### config.mk
export PLATFORM = sky130hd
export DESIGN_NAME = daq_file_reader
export DESIGN_NICKNAME = d
export VERILOG_FILES = /design/src/rtl/daq_file_reader_pkg.sv /design/src/rtl/daq_file_reader_lane_extract.sv /design/src/rtl/daq_file_reader.sv
export SDC_FILE = /design/constraint.sdc
export NUM_CORES = 1
export LEC_CHECK = 0
export BUFFER_PORTS_ARGS = -buffer_cell sky130_fd_sc_hd__buf_2
export CORE_UTILIZATION = 50
export DETAILED_ROUTE_END_ITERATION = 16
export PLACE_DENSITY = 0.68
export SYNTH_ARGS = -nofsm -noshare
export SYNTH_HDL_FRONTEND = slang
export SYNTH_SLANG_ARGS = --single-unit
### constraint.sdc
create_clock -name wb_clk -period 19.7 [get_ports wb_clk]
set_clock_uncertainty 0.1 [all_clocks]
set_input_delay 0 -clock wb_clk [delete_from_list [all_inputs] [get_ports wb_clk]]
set_output_delay 0 -clock wb_clk [all_outputs]
set_load 0.02 [all_outputs]
### src/rtl/daq_file_reader_pkg.sv
// rtl/daq_file_reader_pkg.sv - shared DAQ circular-file constants, field encodings and reader states
package daq_file_reader_pkg;

  localparam logic [31:0] WB_RAM0 = 32'h0000_8000;

  localparam logic [31:0] OFS_START   = 32'h00;
  localparam logic [31:0] OFS_END     = 32'h04;
  localparam logic [31:0] OFS_RD_PTR  = 32'h08;
  localparam logic [31:0] OFS_WR_PTR  = 32'h0C;
  localparam logic [31:0] OFS_STATUS  = 32'h10;
  localparam logic [31:0] OFS_CONTROL = 32'h14;

  localparam int F_STATUS_EMPTY       = 0;
  localparam int F_STATUS_FULL        = 1;
  localparam int F_STATUS_WRAP_AROUND = 2;
  localparam int F_STATUS_UNDERFLOW   = 3;

  localparam int F_CONTROL_DATA_SIZE = 0;
  localparam int W_CONTROL_DATA_SIZE = 2;

  localparam logic [1:0] B_CONTROL_DATA_SIZE_UNDEFINED = 2'd0;
  localparam logic [1:0] B_CONTROL_DATA_SIZE_BYTE      = 2'd1;
  localparam logic [1:0] B_CONTROL_DATA_SIZE_HWORD     = 2'd2;
  localparam logic [1:0] B_CONTROL_DATA_SIZE_WORD      = 2'd3;

  // Each bus state is immediately followed by its _DONE state in this ordering.
  typedef enum logic [4:0] {
    S_IDLE,
    S_RD_START,   S_RD_START_DONE,
    S_RD_END,     S_RD_END_DONE,
    S_RD_RDPTR,   S_RD_RDPTR_DONE,
    S_RD_WRPTR,   S_RD_WRPTR_DONE,
    S_RD_STATUS,  S_RD_STATUS_DONE,
    S_RD_CONTROL, S_RD_CONTROL_DONE,
    S_CHECK,
    S_RD_DATA,    S_RD_DATA_DONE,
    S_UPDATE,
    S_WR_STATUS,  S_WR_STATUS_DONE,
    S_WR_RDPTR,   S_WR_RDPTR_DONE,
    S_DONE
  } state_t;

  function automatic logic [2:0] size_incr(input logic [1:0] size);
    case (size)
      B_CONTROL_DATA_SIZE_WORD:  size_incr = 3'd4;
      B_CONTROL_DATA_SIZE_HWORD: size_incr = 3'd2;
      B_CONTROL_DATA_SIZE_BYTE:  size_incr = 3'd1;
      default:                   size_incr = 3'd0;
    endcase
  endfunction

endpackage

### src/rtl/daq_file_reader_lane_extract.sv
// rtl/daq_file_reader_lane_extract.sv - selects the byte/halfword/word lane of a bus word, zero-extended
module daq_file_reader_lane_extract
  import daq_file_reader_pkg::*;
(
  input  logic [31:0] word,
  input  logic [1:0]  offset,
  input  logic [1:0]  size,
  output logic [31:0] sample
);

  always_comb begin
    sample = '0;
    case (size)
      B_CONTROL_DATA_SIZE_WORD:  sample = word;
      B_CONTROL_DATA_SIZE_HWORD: sample = offset[1] ? {16'd0, word[31:16]} : {16'd0, word[15:0]};
      B_CONTROL_DATA_SIZE_BYTE: begin
        case (offset)
          2'd0:    sample = {24'd0, word[7:0]};
          2'd1:    sample = {24'd0, word[15:8]};
          2'd2:    sample = {24'd0, word[23:16]};
          default: sample = {24'd0, word[31:24]};
        endcase
      end
      default:   sample = '0;
    endcase
  end

endmodule

### src/rtl/daq_file_reader.sv
// rtl/daq_file_reader.sv - DAQ circular-file reader: descriptor walk, sample fetch, pointer write-back
// Optional descriptor cache enabled by defining DAQ_READER_DESC_CACHE_EN.
module daq_file_reader
  import daq_file_reader_pkg::*;
#(
  parameter int dw    = 32,
  parameter int aw    = 32,
  parameter int DEBUG = 0
) (
  input  logic          wb_clk,
  input  logic          wb_rst,
  input  logic [7:0]    file_num,
  input  logic          file_read,
  output logic [31:0]   file_read_data,
  output logic          file_read_valid,
  output logic          file_read_err,
  output logic          file_active,
  output logic [aw-1:0] address,
  output logic          start,
  output logic [3:0]    selection,
  output logic          write,
  output logic [dw-1:0] data_wr,
  input  logic [dw-1:0] data_rd,
  input  logic          active
);

  if (DEBUG != 0) begin : g_debug
  end

  state_t      state;
  logic [7:0]  file_q;
  logic [31:0] start_addr, end_addr, rd_ptr, wr_ptr, status_q, rd_ptr_next_q, sample_q;
  logic [1:0]  control_q;
  logic        underflow_q, use_cache, cache_hit;

  logic [31:0] rdata, base_addr, req_addr, req_wdata;
  logic        req_write, req_state;
  logic [2:0]  incr;
  logic [31:0] rd_ptr_inc, rd_ptr_wrap, lane_sample;
  logic        empty;

  assign rdata       = data_rd[31:0];
  assign base_addr   = WB_RAM0 + {19'd0, file_q, 5'd0};
  assign incr        = size_incr(control_q);
  assign empty       = (rd_ptr == wr_ptr) && !status_q[F_STATUS_FULL];
  assign rd_ptr_inc  = rd_ptr + {29'd0, incr};
  assign rd_ptr_wrap = (rd_ptr_inc > end_addr) ? start_addr : rd_ptr_inc;

  daq_file_reader_lane_extract u_lane (
    .word   (rdata),
    .offset (rd_ptr[1:0]),
    .size   (control_q),
    .sample (lane_sample)
  );

`ifdef DAQ_READER_DESC_CACHE_EN
  logic       cache_valid;
  logic [7:0] cache_file;

  // START/END/CONTROL are only trusted after a complete descriptor walk for that file.
  always_ff @(posedge wb_clk or posedge wb_rst) begin
    if (wb_rst) begin
      cache_valid <= 1'b0;
      cache_file  <= '0;
    end else if (state == S_RD_CONTROL_DONE && !active) begin
      cache_valid <= 1'b1;
      cache_file  <= file_q;
    end
  end

  assign cache_hit = cache_valid && (cache_file == file_num);
`else
  assign cache_hit = 1'b0;
`endif

  always_comb begin
    req_addr  = '0;
    req_write = 1'b0;
    req_wdata = '0;
    req_state = 1'b1;
    case (state)
      S_RD_START:   req_addr = base_addr + OFS_START;
      S_RD_END:     req_addr = base_addr + OFS_END;
      S_RD_RDPTR:   req_addr = base_addr + OFS_RD_PTR;
      S_RD_WRPTR:   req_addr = base_addr + OFS_WR_PTR;
      S_RD_STATUS:  req_addr = base_addr + OFS_STATUS;
      S_RD_CONTROL: req_addr = base_addr + OFS_CONTROL;
      S_RD_DATA:    req_addr = {rd_ptr[31:2], 2'b00};
      S_WR_STATUS: begin
        req_addr  = base_addr + OFS_STATUS;
        req_write = 1'b1;
        req_wdata = status_q;
      end
      S_WR_RDPTR: begin
        req_addr  = base_addr + OFS_RD_PTR;
        req_write = 1'b1;
        req_wdata = rd_ptr_next_q;
      end
      default:      req_state = 1'b0;
    endcase
  end

  always_ff @(posedge wb_clk or posedge wb_rst) begin
    if (wb_rst) begin
      state           <= S_IDLE;
      file_q          <= '0;
      start_addr      <= '0;
      end_addr        <= '0;
      rd_ptr          <= '0;
      wr_ptr          <= '0;
      status_q        <= '0;
      control_q       <= '0;
      rd_ptr_next_q   <= '0;
      sample_q        <= '0;
      underflow_q     <= 1'b0;
      use_cache       <= 1'b0;
      file_read_data  <= '0;
      file_read_valid <= 1'b0;
      file_read_err   <= 1'b0;
      file_active     <= 1'b0;
      address         <= '0;
      start           <= 1'b0;
      selection       <= '0;
      write           <= 1'b0;
      data_wr         <= '0;
    end else begin
      file_read_valid <= 1'b0;
      if (req_state) begin
        // Hold the request until the arbiter grants it, then drop start for the _DONE wait.
        if (active) begin
          start <= 1'b0;
          write <= 1'b0;
          state <= state_t'(state + 5'd1);
        end else begin
          start     <= 1'b1;
          address   <= req_addr[aw-1:0];
          selection <= 4'hF;
          write     <= req_write;
          data_wr   <= req_wdata;
        end
      end else begin
        case (state)
          S_IDLE: begin
            if (file_read) begin
              file_q         <= file_num;
              file_active    <= 1'b1;
              file_read_data <= '0;
              file_read_err  <= 1'b0;
              sample_q       <= '0;
              underflow_q    <= 1'b0;
              use_cache      <= cache_hit;
              state          <= cache_hit ? S_RD_RDPTR : S_RD_START;
            end
          end
          S_RD_START_DONE:   if (!active) begin start_addr <= rdata; state <= S_RD_END; end
          S_RD_END_DONE:     if (!active) begin end_addr <= rdata; state <= S_RD_RDPTR; end
          S_RD_RDPTR_DONE:   if (!active) begin rd_ptr <= rdata; state <= S_RD_WRPTR; end
          S_RD_WRPTR_DONE:   if (!active) begin wr_ptr <= rdata; state <= S_RD_STATUS; end
          S_RD_STATUS_DONE: begin
            if (!active) begin
              status_q <= rdata;
              state    <= use_cache ? S_CHECK : S_RD_CONTROL;
            end
          end
          S_RD_CONTROL_DONE: begin
            if (!active) begin
              control_q <= rdata[F_CONTROL_DATA_SIZE +: W_CONTROL_DATA_SIZE];
              state     <= S_CHECK;
            end
          end
          S_CHECK: begin
            if (incr == 3'd0) begin
              file_read_valid <= 1'b1;
              file_read_err   <= 1'b1;
              file_read_data  <= sample_q;
              file_active     <= 1'b0;
              state           <= S_DONE;
            end else if (empty) begin
              status_q[F_STATUS_UNDERFLOW] <= 1'b1;
              underflow_q                  <= 1'b1;
              state                        <= S_WR_STATUS;
            end else begin
              state <= S_RD_DATA;
            end
          end
          S_RD_DATA_DONE:    if (!active) begin sample_q <= lane_sample; state <= S_UPDATE; end
          S_UPDATE: begin
            rd_ptr_next_q              <= rd_ptr_wrap;
            status_q[F_STATUS_FULL]    <= 1'b0;
            status_q[F_STATUS_EMPTY]   <= (rd_ptr_wrap == wr_ptr);
            state                      <= S_WR_STATUS;
          end
          S_WR_STATUS_DONE: begin
            if (!active) begin
              if (underflow_q) begin
                file_read_valid <= 1'b1;
                file_read_err   <= 1'b1;
                file_read_data  <= '0;
                file_active     <= 1'b0;
                state           <= S_DONE;
              end else begin
                state <= S_WR_RDPTR;
              end
            end
          end
          S_WR_RDPTR_DONE: begin
            if (!active) begin
              file_read_valid <= 1'b1;
              file_read_err   <= 1'b0;
              file_read_data  <= sample_q;
              file_active     <= 1'b0;
              state           <= S_DONE;
            end
          end
          S_DONE: begin
            address   <= '0;
            selection <= '0;
            data_wr   <= '0;
            state     <= S_IDLE;
          end
          default: state <= S_IDLE;
        endcase
      end
    end
  end

endmodule

; ---- Word-level counts from Yosys, hierarchy flattened
; Index checks and enable logic that the tools add are counted.
; Widths: inputs -> output; s select.
[totals]
register_bits = 345
in_bits = 44
word_cells = 177
[op_classes]
n_addsub = 8
n_lt_le_gt_ge = 1
eq_ne = 49
mux = 65
n_bitwise = 2
n_reduce_logical = 30
[ops]
columns = op, count
row1 = $mux 32, 12
row2 = $pmux 32 s7, 1
row3 = $pmux 32 s2, 2
row4 = $pmux 32 s4, 1
row5 = $pmux 32 s3, 1
row6 = $mux 5, 14
row7 = $eq 32x32->1, 2
row8 = $pmux 5 s12, 1
row9 = $eq 5x4->1 const B, 8
row10 = $add 17x4->18 const B, 2
row11 = $add 17x5->18 const B, 2
row12 = $add 32x3->32, 1
row13 = $gt 32x32->1, 1
row14 = $eq 5x5->1 const B, 6
row15 = $ne 3x3->1 const B, 10
row16 = $pmux 8 s3, 1
row17 = $reduce_and 3->1, 8
row18 = $ne 2x2->1 const B, 11
row19 = $eq 5x3->1 const B, 4
row20 = $mux 1, 19
row21 = $add 17x3->18 const B, 1
row22 = $add 16x13->17 const A, 1
row23 = $mux 16, 1
row24 = $mux 4, 4
row25 = other kinds (26), 41

; ---- Depth between registers and ports, before layout
; Gate-level depths: netlist of run 1.
[depth]
depth_word = 7
depth_mapped = 21
ltp_nobuf = 20

; ---- Cells and area by module
; From an unflattened synthesis of run 1, not the netlist that was laid out.
[hier_totals]
cells_unflattened = 1630
area_unflattened_um2 = 16993.8
[by_module_without_submodules]
columns = mod, n_inst, cells_each, area_per_inst_um2
row1 = daq_file_reader, 1, 1545, 16310.6
row2 = daq_file_reader_lane_extract, 1, 85, 683.2

; ---- Worst setup path after synthesis of run 1
; Ideal clock, no wire load.
[synth_path]
path_type = flip-flop to flip-flop
startpoint = reg control_q[0]
endpoint = reg status_q[0]
setup_ns = 0.092
arrival_time_ns = 4.859
setup_slack_ns = 14.649
stages_incl_launch_ff = 20
n_path_buf = 1
cell_sequence = dfrtp_1 -> clkbuf_1 -> nor2b_1 -> ha_1 -> a211oi_1 -> nor4_4 -> nand2_1 -> nor4_1 -> xor2_1 -> ha_1 -> nand4_1 -> nor4_2 -> a221oi_1 -> o21ai_2 -> o21ai_2 -> mux2i_1 -> xor2_1 -> nand2_1 -> or4_4 -> o31ai_2
[synth_via]
elab_chain_len = 7
word_cells_on_any_way = 9
[synth_rtl]
columns = element, line
row1 = "start, declared", daq_file_reader.sv:33  ; logic [1:0] control_q;
row2 = "start signal, assigned", daq_file_reader.sv:167  ; control_q <= rdata[F_CONTROL_DATA_SIZE +: W_CONTROL_DATA_SIZE];
row3 = $eq 2x1->1 / $eq 2x2->1 (equally long branches), daq_file_reader_pkg.sv:44  ; case (size)
row4 = $pmux 3 s3 (*), daq_file_reader_pkg.sv:44
row5 = $add 32x3->32 (*), daq_file_reader.sv:46  ; assign rd_ptr_inc = rd_ptr + {29'd0, incr};
row6 = $gt 32x32->1, daq_file_reader.sv:47  ; assign rd_ptr_wrap = (rd_ptr_inc > end_addr) ? start_addr : rd_ptr_inc;
row7 = $mux 32 (*), daq_file_reader.sv:47
row8 = $eq 32x32->1 (*), daq_file_reader.sv:190  ; status_q[F_STATUS_EMPTY] <= (rd_ptr_wrap == wr_ptr);
row9 = $pmux 2 s2 (*), daq_file_reader.sv:142  ; case (state)
row10 = "end signal, assigned", daq_file_reader.sv:161  ; status_q <= rdata;
row11 = "end signal, assigned by index", daq_file_reader.sv:190
row12 = "end, declared", daq_file_reader.sv:32  ; logic [31:0] start_addr, end_addr, rd_ptr, wr_ptr, status_q, rd_ptr_next_q, sample_q;
; Every way passes the cells marked *; elsewhere a longest branch is shown, timed or not.
; A chain may end at the register's enable or synchronous reset.

; ---- Worst setup path after layout of run 1
[layout_path]
startpoint = reg rd_ptr[1]
endpoint = reg status_q[0]
[layout_via]
elab_chain_len = 5
[layout_rtl]
columns = element, line
row1 = "start, declared", daq_file_reader.sv:32
row2 = "start signal, assigned", daq_file_reader.sv:109  ; rd_ptr <= '0;
row3 = "start signal, assigned", daq_file_reader.sv:157  ; S_RD_RDPTR_DONE: if (!active) begin rd_ptr <= rdata; state <= S_RD_WRPTR; end
row4 = $add 32x3->32 (*), daq_file_reader.sv:46
row5 = $gt 32x32->1, daq_file_reader.sv:47
row6 = $mux 32 (*), daq_file_reader.sv:47
row7 = $eq 32x32->1 (*), daq_file_reader.sv:190
row8 = $pmux 2 s2 (*), daq_file_reader.sv:142
; Marks and branches as above.

==> flow_metrics.py, run 1 <==
metrics = {
    "die": {
        "ios": 149,
        "initial_core_util_pct": 51.2,
        "die_w_um": 186,
        "die-area_mm2": 0.0344,
        "core_mm2": 0.0329,
        "num_rows": 66,
        "die_h_um": 186,
    },
    "synth": {
        "ys.flop_type": "dfrtp_1",
        "async_reset_ff_share_pct": 100,
        "ys_ff_latch": 340,
        "synth_edf_count": 0,
        "synth.cell_area_mm2": 0.0168,
        "yosysWarnings": 0,
        "syn_area_per_cell_um2": 9.83,
        "netlist_instances": 1714,
        "ys_seq_area_share_pct": 50.5,
        "synth_cell_type_count": 78,
    },
    "grt": {
        "grt_max_degree": 146,
        "track_usage_pct": 33.2,
        "grt_pass1_wl_um": 83200,
        "grt-ovfl-total": 0,
        "grt_pass1_vias": 13100,
        "antenna_found_initial": 1,
    },
    "final_layout": {
        "layout.cells.non_filler": 2322,
        "fillers": 2948,
        "syn_to_final_growth_pct": 15.7,
        "antennaDiodeCount": 0,
        "layout-drive-gt1-share_pct": 19.0,
        "finish.instance_area_mm2": 0.0195,
        "finalNetCount": 1939,
    },
    "sta": {
        "tightestPinTransition_ns": 1.15,
        "slew_headroom_pct": 23.3,
        "fin_hold_ws_ns": 0.128,
        "finalCritPeriodShare_pct": 32.0,
        "slew_viol_final": 0,
        "hold_violations": 0,
        "period_needed_ns": 6.31,
        "setup_violations": 0,
        "finalSetupTns_ns": 0,
        "fmax_ghz": 0.159,
        "grt_setup_unrepaired": "false",
        "fin_ws_ns": 13.39,
    },
    "critical_path": {
        "crit_chain": "ha_1 > a211oi_1 > nor4_4 > nand2_1 > nor4_1 > xor2_1 > ha_1 > nand4_1 > nor4_2 > nand3_1 > o21ai_4 > buf_4 > mux2i_1 > xor2_1 > nand2_1 > or4_4 > o31ai_2",
        "slowest_stage": "dfrtp_1",
        "setup.worst_path.end_class": "flop",
        "crit_required_ns": 20.04,
        "criticalPathCategory": "flop to flop",
        "crit_arrival_ns": 6.65,
        "critPathLaunchType": "flop",
        "cp_max_fo": 46,
        "critical_path.max_stage_delay_ns": 0.64,
        "r2r_start": "rd_ptr[1]",
        "worstSetupStartpoint": "rd_ptr[1]",
    },
    "placed_design": {
        "port_buffers": 146,
        "pre_cts_slack_ns": 13.52,
        "place_inst": 2213,
        "dp_hpwl_um": 39500,
        "placed_cell_area_mm2": 0.0178,
        "gp_congestion": 1.02,
    },
    "drt": {
        "drc": 0,
        "via_per_inst": 5.91,
        "dr.pass1.iters": 8,
        "drt-initial-drc-count": 1324,
        "wirelength_um": 55700,
        "vias": 13700,
        "wire_per_inst_um": 24.0,
        "ant_nets": 0,
    },
    "clock_tree": {
        "cts_made_buffers": 38,
        "cts_buffer_depth": 3,
        "clk_latency_ns": 0.54,
        "h-tree-depth": 2,
        "cts_tree": "yes",
        "root_buffer": "clkbuf_16",
        "path_clk_slew_ns": 0.06,
        "cts_sinks": 340,
    },
    "power": {
        "p_leak_uw": 0.00914,
        "ir_worst_vdd_v": 0.000100,
        "p_clk_share_pct": 24.1,
        "combPwrFrac_pct": 38.1,
        "power.share.switching_pct": 41.7,
        "power.density_mw_per_mm2": 151,
        "seqPwrFrac_pct": 37.8,
        "p_sw_uw": 1220,
        "p_int_uw": 1710,
    },
    "min_path": {
        "hp-class": "input port to async pin",
    },
    "flow_run": {
        "maxCapViolCount": 0,
    },
    "run_status": {
        "outcome": "completed",
    },
}
==> power groups by stage <==
stage          clock, µW  combinational (µW)  sequential, µW
6_report             707                1120            1110
5_1_grt              742                1210            1120
4_1_cts              718                1100            1100
3_5_place_dp           0                1090            1110
3_3_place_gp           0                1080            1110
2_1_floorplan          0                 816            1010
==> cell families after synthesis <==
logic type / synth area share [%]
simple gates: 15.1
compound gates: 13.5
flops: 50.5
buf+inv: 4.69
mux: 8.43
xor+xnor: 4.62
fa+ha+maj: 3.09
other cells: 0.0223
==> what timing repair did <==
action | in CTS | in global routing
hold endpoints to repair | 332 | 0
setup buffers | 0 | 0
setup endpoints to repair | 0 | 0
hold buffers | 43 | 0
resized for setup | 0 | 0
==> cell type report <==
type | instances | area (µm²) | share of cell area, %
Sequential cell | 340 | 8510 | 43.7
Tap cell | 442 | 553 | 2.84
Timing Repair Buffer | 208 | 1320 | 6.76
Inverter | 70 | 270 | 1.39
Clock inverter | 14 | 146 | 0.751
Multi-Input combinational cell | 1196 | 7600 | 39.0
Clock buffer | 52 | 1090 | 5.62
==> cell usage in the layout, fill, tap and decap left out, types with 10 or more instances in the layout <==
cell type | netlist | final
xnor2_1 | 35 | 35
nand2_1 | 340 | 339
a22oi_1 | 36 | 36
o21ai_1 | 44 | 44
buf_2 | 3 | 146
o21ai_0 | 164 | 164
a221oi_1 | 12 | 12
a21oi_1 | 47 | 46
clkbuf_16 | 0 | 39
inv_1 | 68 | 67
buf_4 | 6 | 18
nand4_1 | 24 | 24
and3_1 | 10 | 10
nor4_1 | 14 | 13
mux2_2 | 94 | 94
nand3_1 | 53 | 53
nor3_1 | 12 | 10
a22o_1 | 15 | 15
nor2_1 | 57 | 55
xor2_1 | 52 | 52
mux2i_1 | 36 | 36
dfrtp_1 | 340 | 340
dlygate4sd3_1 | 0 | 43
ha_1 | 40 | 40
==> worst paths after layout <==
path | end | slack [ns] | cells past startpoint
worst min-delay path | file_read_data[12] | 0.13 | 3
min in group wb_clk | file_q[3] | 0.13 | 3
worst min register to register | address[12] | 0.37 | 2
worst max register to register | status_q[0] | 13.39 | 17
max in group asynchronous | rd_ptr[15] | 17.90 | 4
worst max-delay path | status_q[0] | 13.39 | 17
==> critical path: cells and delay by family, from the launching register on <==
family | cells | cell delay (ns)
simple gates | 8 | 2.95
fa+ha+maj | 2 | 0.76
flops | 1 | 0.64
buf+inv | 1 | 0.53
compound gates | 3 | 0.47
xor+xnor | 2 | 0.38
mux | 1 | 0.35
==> per-stage QoR <==
stage / total power [µW] / utilization, %
floorplan: 1830 / -
global placement: 2190 / 54.2
detailed placement: 2200 / 54.2
CTS: 2920 / 59.3
global route: 3080 / 59.3
finish: 2930 / 59.3
==> registers in the layout, summed over array words and instances, names as in the netlist, 2 cells and up <==
signal	count
address	30
control_q	2
data_wr	32
end_addr	32
file_q	8
file_read_data	32
rd_ptr	32
rd_ptr_next_q	32
sample_q	32
start_addr	32
state	5
status_q	32
wr_ptr	32
==> cells in the mapped netlist, types with 9 or more instances <==
cell type / instances / share of area (%)
nor2_1: 57 / 1.3
mux2i_1: 36 / 2.1
mux2_2: 94 / 6.3
ha_1: 40 / 3.0
o21ai_0: 164 / 4.9
nand2_1: 340 / 7.6
o21ai_1: 44 / 1.3
nor4_1: 14 / 0.52
xor2_1: 52 / 2.7
nor3_1: 12 / 0.36
dfrtp_1: 340 / 51
a22o_1: 15 / 0.78
clkbuf_1: 85 / 1.9
inv_1: 68 / 1.5
and3_1: 10 / 0.37
a221oi_1: 12 / 0.62
nand3_1: 53 / 1.6
a22oi_1: 36 / 1.6
nor2b_1: 9 / 0.33
a21oi_1: 47 / 1.4
xnor2_1: 35 / 1.8
nand4_1: 24 / 0.89
==> metal layers <==
metal  routed length [µm]  global-route usage [%]  share of wire [%]  up-vias
met5                    0                       0                  0        -
met2                23900                    48.8                 43      608
met1                25100                    48.6                 45     6793
met3                 4900                    7.06                8.8      100
met4                 1850                    10.5                3.3        0
li1                     -                       -                  -     6212
(Power assumes the default switching activity.)
==> run 2, diff against run 1 <==
--- a/config.mk
+++ b/config.mk
@@ -5,6 +5,7 @@
 export SDC_FILE = /design/constraint.sdc
 export NUM_CORES = 1
 export LEC_CHECK = 0
+export ABC_AREA = 1
 export BUFFER_PORTS_ARGS = -buffer_cell sky130_fd_sc_hd__buf_2
 export CORE_UTILIZATION = 50
 export DETAILED_ROUTE_END_ITERATION = 16
==> constraint.sdc (replaced) <==
create_clock -name wb_clk -period 6.6 [get_ports wb_clk]
set_clock_uncertainty 0.1 [all_clocks]
set_input_delay 0 -clock wb_clk [delete_from_list [all_inputs] [get_ports wb_clk]]
set_output_delay 0 -clock wb_clk [all_outputs]
set_load 0.02 [all_outputs]
==> flow_metrics.py, run 2 <==
metrics = {
    "run_status": {
        "outcome": "completed",
    },
    "clock_tree": {
        "ctsResizeCount": 0,
        "h-tree-depth": 2,
        "root_buffer": "clkbuf_16",
        "cts_sinks": 340,
        "cts_made_buffers": 38,
        "cts_buffer_depth": 3,
        "path_clk_slew_ns": 0.06,
        "cts_setup_buffers": 0,
        "clk_latency_ns": 0.55,
        "cts_tree": "yes",
    },
    "power": {
        "power.share.switching_pct": 43.7,
        "p_sw_uw": 4530,
        "p_leak_uw": 0.0100,
        "ir_worst_vdd_v": 0.000395,
        "combPwrFrac_pct": 44.2,
        "power.density_mw_per_mm2": 511,
        "p_clk_share_pct": 21.7,
        "p_int_uw": 5840,
        "seqPwrFrac_pct": 34.1,
    },
    "final_layout": {
        "layout-drive-gt1-share_pct": 14.3,
        "layout_common_cells": "nand2_1, dfrtp_1, o21ai_0, inv_1, buf_2",
        "finish.utilization_pct": 58.9,
        "mostFrequentLayoutCell": "nand2_1",
        "finish.instance_area_mm2": 0.0203,
        "syn_to_final_growth_pct": 16.2,
        "finalNetCount": 2284,
    },
    "grt": {
        "track_usage_pct": 30.5,
        "antenna_found_initial": 2,
        "grt_max_degree": 166,
        "grt_pass1_wl_um": 83600,
        "grt_pass1_vias": 14100,
        "grt-ovfl-total": 0,
    },
    "drt": {
        "vias": 14900,
        "wire_per_inst_um": 19.9,
        "drt-initial-drc-count": 1404,
        "dr.pass1.iters": 8,
        "wirelength_um": 53400,
        "drc": 0,
        "ant_nets": 0,
        "via_per_inst": 5.56,
    },
    "critical_path": {
        "critical_path.max_stage_delay_ns": 0.49,
        "path_delay_family": "simple AND/OR/NAND/NOR gates",
        "rrSetupSlack_ns": 1.12,
        "r2r_start": "control_q[0]",
        "path_buf_inv": 4,
        "critPathLaunchType": "flop",
        "criticalPathCategory": "flop to flop",
        "setup.worst_path.end_class": "flop",
        "r2r_end": "status_q[0]",
        "crit_arrival_ns": 5.84,
        "cp_common_cell": "nand2_1",
        "slowest_stage": "o21ai_0",
        "crit_required_ns": 6.96,
        "cp_max_fo": 58,
        "ff2ff_path_depth": 25,
    },
    "sta": {
        "grt_setup_unrepaired": "false",
        "hold_violations": 0,
        "fmax_ghz": 0.182,
        "finalCritPeriodShare_pct": 83.1,
        "tightestPinTransition_ns": 1.24,
        "slew_headroom_pct": 16.9,
        "setup_violations": 0,
        "finalSetupTns_ns": 0,
        "slew_viol_final": 0,
        "period_needed_ns": 5.48,
    },
    "placed_design": {
        "dp_hpwl_um": 38600,
        "port_buffers": 146,
        "gp_congestion": 0.985,
        "placed_cell_area_mm2": 0.0184,
    },
    "synth": {
        "synth_top_area_share_pct": 48.7,
        "yosysMostFrequentCell": "nand2_1",
        "syn_area_per_cell_um2": 8.56,
        "ys_seq_area_share_pct": 48.7,
        "yosysTopAreaCell": "dfrtp_1",
        "synth.cell_area_mm2": 0.0175,
        "async_reset_ff_share_pct": 100,
        "netlist_instances": 2041,
        "yosysWarnings": 0,
        "synth_cell_type_count": 60,
        "ys_ff_latch": 340,
        "ys.flop_type": "dfrtp_1",
        "synth_edf_count": 0,
        "synth_commonest_cells": "nand2_1, dfrtp_1, o21ai_0",
        "synth_area_leaders": "dfrtp_1, nand2_1, o21ai_0",
    },
    "die": {
        "die_w_um": 189,
        "core_mm2": 0.0345,
        "die-area_mm2": 0.0357,
        "die_h_um": 189,
        "num_rows": 68,
        "ios": 149,
        "initial_core_util_pct": 50.7,
    },
    "min_path": {
        "worstHoldPathCells": 5,
        "min_from": "file_read",
        "hp-class": "input port to flop",
        "hold_end": "underflow_q",
    },
    "flow_run": {
        "maxCapViolCount": 0,
    },
}
==> run 2: cell types whose count changed after synthesis, sizes merged, moves of 18 or more <==
cell,before,now
inv,69,249
nand2,340,486
nand3,56,129
o21ai,210,265
nor2,57,110
mux2,94,42
clkbuf,85,49
mux2i,36,0
buf,24,52
o31ai,6,34
xnor2,36,9
xor2,52,29
a22oi,36,17
o22ai,7,25
==> run 2: final cells by class <==
type / instances / area [µm²]
Fill cell: 3112 / 14200
Tap cell: 455 / 569
Antenna cell: 2 / 5.00
Timing Repair Buffer: 218 / 1430
Sequential cell: 340 / 8510
Clock inverter: 9 / 156
Multi-Input combinational cell: 1348 / 7480
Clock buffer: 58 / 1160
Inverter: 253 / 968
==> run 2: worst min-delay path, stage by stage <==
cell     delay, ns
buf_2         0.10
nor2_1        0.10
nor2_4        0.14
nand3_1       0.09
mux2_2        0.22
==> run 2: what timing repair did <==
action,4_1_cts,5_1_grt
endpoints found under the hold margin,224,0
setup endpoints to repair,0,0
hold buffers,55,0
==> run 2: stage by stage <==
stage                     total power (µW)  worst slack (ns)  hold slack, ns  instances
final                                10400              1.12          0.0541       2683
after floorplan                       6760              1.95          0.0469       2042
after global routing                 11100             0.483          0.0863       2681
after global placement                7920              1.27         -0.0258       2559
after detailed placement              8000              1.21         -0.0197       2559
after CTS                            10300              1.18          0.0362       2681
==> run 2: how the worst max path moves through the flow <==
stage | from | to | slack [ns] | cells after the start
final | control_q[0] | status_q[0] | 1.12 | 25
after global routing | control_q[1] | status_q[0] | 0.48 | 28
after CTS | control_q[0] | status_q[0] | 1.18 | 25
after detailed placement | control_q[0] | status_q[0] | 1.21 | 25
after global placement | control_q[0] | status_q[0] | 1.27 | 28
after floorplan | wb_rst | address[10] | 1.95 | 1
==> run 2: per-layer routing <==
metal | GRT usage, % | routed length (µm)
met4 | 9.12 | 1370
met1 | 47.2 | 25700
met5 | 0 | 8
met2 | 42.9 | 21900
met3 | 5.73 | 4430
==> run 2: cells by family (layout without fill, tap and decap cells) <==
logic type | Yosys count | after routing | synth area share [%]
AND/OR/NAND/NOR | 786 | 786 | 19.6
AO/OA/AOI/OAI | 439 | 439 | 14.9
buffers and inverters | 354 | 538 | 8.54
flip-flops | 340 | 340 | 48.7
multiplexers | 42 | 42 | 3.35
adder cells (fa/ha/maj) | 41 | 41 | 2.98
XOR/XNOR | 38 | 38 | 1.91
other | 1 | 4 | 0.0215
==> run 2: power by group through the flow <==
stage / logic (µW) / clock network, µW / registers, µW
floorplan: 3220 / 0 / 3530
global placement: 4390 / 0 / 3530
detailed placement: 4450 / 0 / 3550
CTS: 4540 / 2280 / 3520
global route: 5140 / 2360 / 3630
finish: 4580 / 2250 / 3540
